==> config.mk <==
export PLATFORM = sky130hd
export DESIGN_NAME = io_input_conditioner
export DESIGN_NICKNAME = d
export VERILOG_FILES = /design/src/rtl/io_cond_pkg.sv /design/src/rtl/debounce_bit.sv /design/src/rtl/io_input_conditioner.sv
export SDC_FILE = /design/constraint.sdc
export NUM_CORES = 1
export LEC_CHECK = 0
export ABC_AREA = 1
export BUFFER_PORTS_ARGS = -buffer_cell sky130_fd_sc_hd__buf_2
export CORE_MARGIN = 10
export CORE_UTILIZATION = 60
export DETAILED_ROUTE_END_ITERATION = 10
export PLACE_DENSITY = 0.9
export SLEW_MARGIN = 20
export SYNTH_ARGS = -nofsm -noshare
export SYNTH_HDL_FRONTEND = slang
export SYNTH_HIERARCHICAL = 1
export SYNTH_SLANG_ARGS = --single-unit
==> constraint.sdc <==
create_clock -name i_clk -period 8.95 [get_ports i_clk]
set_input_delay 0.895 -clock i_clk [delete_from_list [all_inputs] [get_ports i_clk]]
set_output_delay 0.895 -clock i_clk [all_outputs]
set_load 0.02 [all_outputs]
==> src/rtl/io_cond_pkg.sv <==
// Shared widths and defaults for the board switch/button input conditioner.
package io_cond_pkg;

   localparam int SW_W           = 32;
   localparam int BTN_W          = 4;
   localparam int IN_W           = SW_W + BTN_W;
   localparam int DEF_CLK_DIV    = 50000;
   localparam int DEF_STABLE_CNT = 4;

   // Counter width able to hold 0..max_val-1, never narrower than one bit.
   function automatic int cnt_width(input int max_val);
      return (max_val < 2) ? 1 : $clog2(max_val);
   endfunction

endpackage

==> src/rtl/debounce_bit.sv <==
// One conditioned input bit: two-flop synchronizer followed by a tick-qualified debouncer.
module debounce_bit
   import io_cond_pkg::*;
#(
   parameter int STABLE_CNT = DEF_STABLE_CNT
) (
   input  logic i_clk,
   input  logic i_rst,
   input  logic i_tick,
   input  logic i_rst_val,
   input  logic i_raw,
   output logic o_level
);

   localparam int              CW       = $clog2(STABLE_CNT + 1);
   localparam logic [CW-1:0]   CNT_LAST = CW'(STABLE_CNT - 1);

   logic          sync1_q;
   logic          sync2_q;
   logic          level_q;
   logic          level_d;
   logic [CW-1:0] cnt_q;
   logic [CW-1:0] cnt_d;

   // Any tick that agrees with the current level restarts qualification.
   always_comb begin
      level_d = level_q;
      cnt_d   = cnt_q;
      if (i_tick) begin
         if (sync2_q == level_q) begin
            cnt_d = '0;
         end else if (cnt_q == CNT_LAST) begin
            level_d = ~level_q;
            cnt_d   = '0;
         end else begin
            cnt_d = cnt_q + CW'(1);
         end
      end
   end

   always_ff @(posedge i_clk) begin
      if (i_rst) begin
         sync1_q <= i_rst_val;
         sync2_q <= i_rst_val;
         level_q <= 1'b0;
         cnt_q   <= '0;
      end else begin
         sync1_q <= i_raw;
         sync2_q <= sync1_q;
         level_q <= level_d;
         cnt_q   <= cnt_d;
      end
   end

   assign o_level = level_q;

endmodule

==> src/rtl/io_input_conditioner.sv <==
// Synchronizes and debounces board switches/buttons for the LSU, with press/release pulses.
module io_input_conditioner
   import io_cond_pkg::*;
#(
   parameter int CLK_DIV        = DEF_CLK_DIV,
   parameter int STABLE_CNT     = DEF_STABLE_CNT,
   parameter bit BTN_ACTIVE_LOW = 1'b1
) (
   input  logic             i_clk,
   input  logic             i_rst,
   input  logic [SW_W-1:0]  i_sw_raw,
   input  logic [BTN_W-1:0] i_btn_raw,
   output logic [SW_W-1:0]  o_io_sw,
   output logic [BTN_W-1:0] o_io_btn,
   output logic [BTN_W-1:0] o_btn_press,
   output logic [BTN_W-1:0] o_btn_release,
   output logic             o_tick
);

   localparam int            DW       = cnt_width(CLK_DIV);
   localparam logic [DW-1:0] DIV_LAST = DW'(CLK_DIV - 1);

   logic [DW-1:0]    div_q;
   logic [DW-1:0]    div_d;
   logic             tick;
   logic [IN_W-1:0]  raw_all;
   logic [IN_W-1:0]  rst_val_all;
   logic [IN_W-1:0]  level_all;
   logic [BTN_W-1:0] btn_q;

   always_comb begin
      tick  = (div_q == DIV_LAST);
      div_d = tick ? '0 : div_q + DW'(1);
   end

   always_ff @(posedge i_clk) begin
      if (i_rst) begin
         div_q <= '0;
         btn_q <= '0;
      end else begin
         div_q <= div_d;
         btn_q <= level_all[IN_W-1:SW_W];
      end
   end

   // Buttons are normalised to 1 = pressed before they reach the synchronizers.
   assign raw_all     = {i_btn_raw ^ {BTN_W{BTN_ACTIVE_LOW}}, i_sw_raw};
   assign rst_val_all = {{BTN_W{BTN_ACTIVE_LOW}}, {SW_W{1'b0}}};

   for (genvar g = 0; g < IN_W; g++) begin : g_bit
      debounce_bit #(
         .STABLE_CNT (STABLE_CNT)
      ) u_db (
         .i_clk     (i_clk),
         .i_rst     (i_rst),
         .i_tick    (tick),
         .i_rst_val (rst_val_all[g]),
         .i_raw     (raw_all[g]),
         .o_level   (level_all[g])
      );
   end

   assign o_io_sw       = level_all[SW_W-1:0];
   assign o_io_btn      = level_all[IN_W-1:SW_W];
   assign o_btn_press   = o_io_btn & ~btn_q;
   assign o_btn_release = ~o_io_btn & btn_q;
   assign o_tick        = tick;

endmodule
==> out/qor.txt <==
Syn-to-layout area delta = 15.3%
Width of the die = 151 µm
Synth top area share = 45.7%
Num rows = 47
Vias in the first global route = 8503
First-pass detailed-route iteration total = 5
Syn_area_per_cell = 6.95 µm²
H-tree Lvls = 1
DR vias = 9055
Total CTS buffers = 25
Worst setup SP type = flop
Reg-to-reg endpoint = g_bit[24].u_db/o_level
Max-slew violation count = 0
Reg2Reg Depth = 9
Overall power = 2.15 mW
Crit path DAT = 2.49 ns
Commonest non-fill, non-tap cells in the layout = nand2_1, inv_1, dfxtp_1
Die Footprint = 22900 µm²
Synth Register Bits = 236
Fin crit share = 37.9%
N_diodes = 0
Fin. Hold Viols = 0
CP endpoint = o_tick
Critical path origin = div_q[0]
Synth area leader = dfxtp_1
Syn. warnings = 6
Post-synth cell types = 22
Post-CTS setup buffer count = 0
Largest net degree at the start of global routing = 93
Lkg Pwr = 5.46 nW
Fmax = 0.295 GHz
Residual DRC = 0
DP Wirelength = 13.7 mm
Gate Count Post-Synth = 1490
Core Footprint = 16800 µm²
CTS tree = yes
IO Pins = 83
Peak VDD IR = 0.135 mV
WS Path Type = reg2out
Initial antenna violation count = 1
Sequential share of the synthesized area = 45.7%
Post-CTS Hold Buffers = 0
PortBufs = 82
CTS root buf = clkbuf_16
Pwr Density = 180 nW/µm²
Gpl congestion = 0.801
Max clock buf depth = 3
Die height = 151 µm
Critical Path End Type = primary output
1st-iter DRT viols = 421
Slew @ Worst Pin = 1.00 ns
Reg-to-reg setup timing slack = 5.76 ns
Post-Route WL = 19.7 mm
Initial Utilization = 61.7%
Fill count = 1313
Mean number of vias per cell = 4.84
Post-Syn Area = 10300 µm²
Worst-path clk slew = 0.06 ns
Run status = finished clean
Gr ovfl total = 0
Average wire per standard cell = 10.5 µm
Worst-path fanout max = 54
Clock Latency Late Sink = 0.50 ns
DRT antenna net count = 0
Worst Hold Class = reg2reg
Global-route wire length before repair = 34.6 mm
Nets = 1710
Setup_tns = 0 ns
Most common cell after layout, fill and taps aside = nand2_1
Worst clock skew = 0.00617 ns
RSZ-0062 raised after global routing = no
Synth top area cells = dfxtp_1, nand2_1, inv_1
FF-to-FF Start = div_q[0]
Data required, critical path = 8.06 ns
Max_cap viols = 0
Min Tclk post-route = 3.39 ns
Cells resized by post-CTS repair = 0
Relative slew slack = 33.3%
Overall Global Routing Usage = 17.2%
Sink Count = 236
Layout cells sized above 1 = 12.1%
Final Setup Violations = 0
==> worst max-delay path, cell delays in order (launching register included) <==
cell     delay (ns)
dfxtp_1        0.38
ha_1           0.22
nand3_1        0.17
or2_2          0.35
nor2_4         0.10
buf_4          0.48
buf_2          0.28
==> worst min path at each step <==
stage	depth (start not counted)	slack (ns)	start	end
detailed placement	2	0.40	g_bit[10].u_db/sync1_q	g_bit[10].u_db/sync2_q
finish	2	0.42	g_bit[26].u_db/sync1_q	g_bit[26].u_db/sync2_q
CTS	2	0.42	g_bit[10].u_db/sync1_q	g_bit[10].u_db/sync2_q
global route	2	0.43	g_bit[2].u_db/sync1_q	g_bit[2].u_db/sync2_q
global placement	2	0.40	g_bit[27].u_db/sync1_q	g_bit[27].u_db/sync2_q
floorplan	2	0.40	g_bit[0].u_db/sync1_q	g_bit[0].u_db/sync2_q
==> metal layers <==
metal  part of all wire (%)  up-vias  track usage [%]
li1                       -     4870                -
met1                     46     4012             20.3
met2                     48      130             31.1
met3                    4.0       41             2.48
met4                    2.4        2             6.21
met5                  0.036        -                0
==> state kept, by name (all words and copies together), names as in the netlist <==
name	count
btn_q	4
div_q	16
g_bit.u_db/cnt_q	108
g_bit.u_db/o_level	36
g_bit.u_db/sync1_q	36
g_bit.u_db/sync2_q	36
==> stage by stage <==
step	cell area, µm²	setup WS, ns	hold WS (ns)	utilization (%)	instances
2_1_floorplan	10500	1.82	0.396	-	1524
6_report	11900	5.56	0.417	71.2	1870
4_1_cts	11900	5.52	0.420	71.2	1870
3_3_place_gp	11200	5.92	0.400	66.7	1828
5_1_grt	11900	5.39	0.432	71.2	1870
3_5_place_dp	11200	5.83	0.404	66.7	1828
==> cells in the mapped netlist, drive strengths merged <==
library cell,n
nand2,540
inv,280
dfxtp,236
a21oi,151
o21ai,110
nor2,76
nor3,38
ha,37
nand3,7
nand4,5
or2,3
xor2,3
conb,2
buf,1
xnor2,1
==> kinds of logic (layout without fill, tap and decap cells) <==
group                      Yosys count  after routing  share of synthesized area, %
other                                2             36                        0.0726
adders and majority gates           37             37                          4.47
xor gates and xnor gates             4              4                         0.339
buffers and inverters              281            407                          10.3
AOI/OAI and AO/OA                  261            261                          14.0
and+or+nand+nor                    669            669                          25.2
DFF                                236            236                          45.7
==> final cells by class <==
| type | count | area, µm² | area share [%] |
|---|---|---|---|
| flip-flops and latches | 236 | 4720 | 39.6 |
| multi-input cells | 1007 | 4690 | 39.3 |
| inverters | 280 | 1050 | 8.81 |
| clock buffers | 35 | 693 | 5.81 |
| repair buffers | 85 | 433 | 3.63 |
| well taps | 220 | 275 | 2.31 |
| clock inverters | 7 | 63.8 | 0.535 |
==> report_power, final <==
group          internal, mW  total [mW]  switching, mW
combinational        0.0317      0.0949         0.0632
sequential             1.08        1.09         0.0150
clock                 0.565       0.956          0.390
Power figures use the tool's default switching activity.
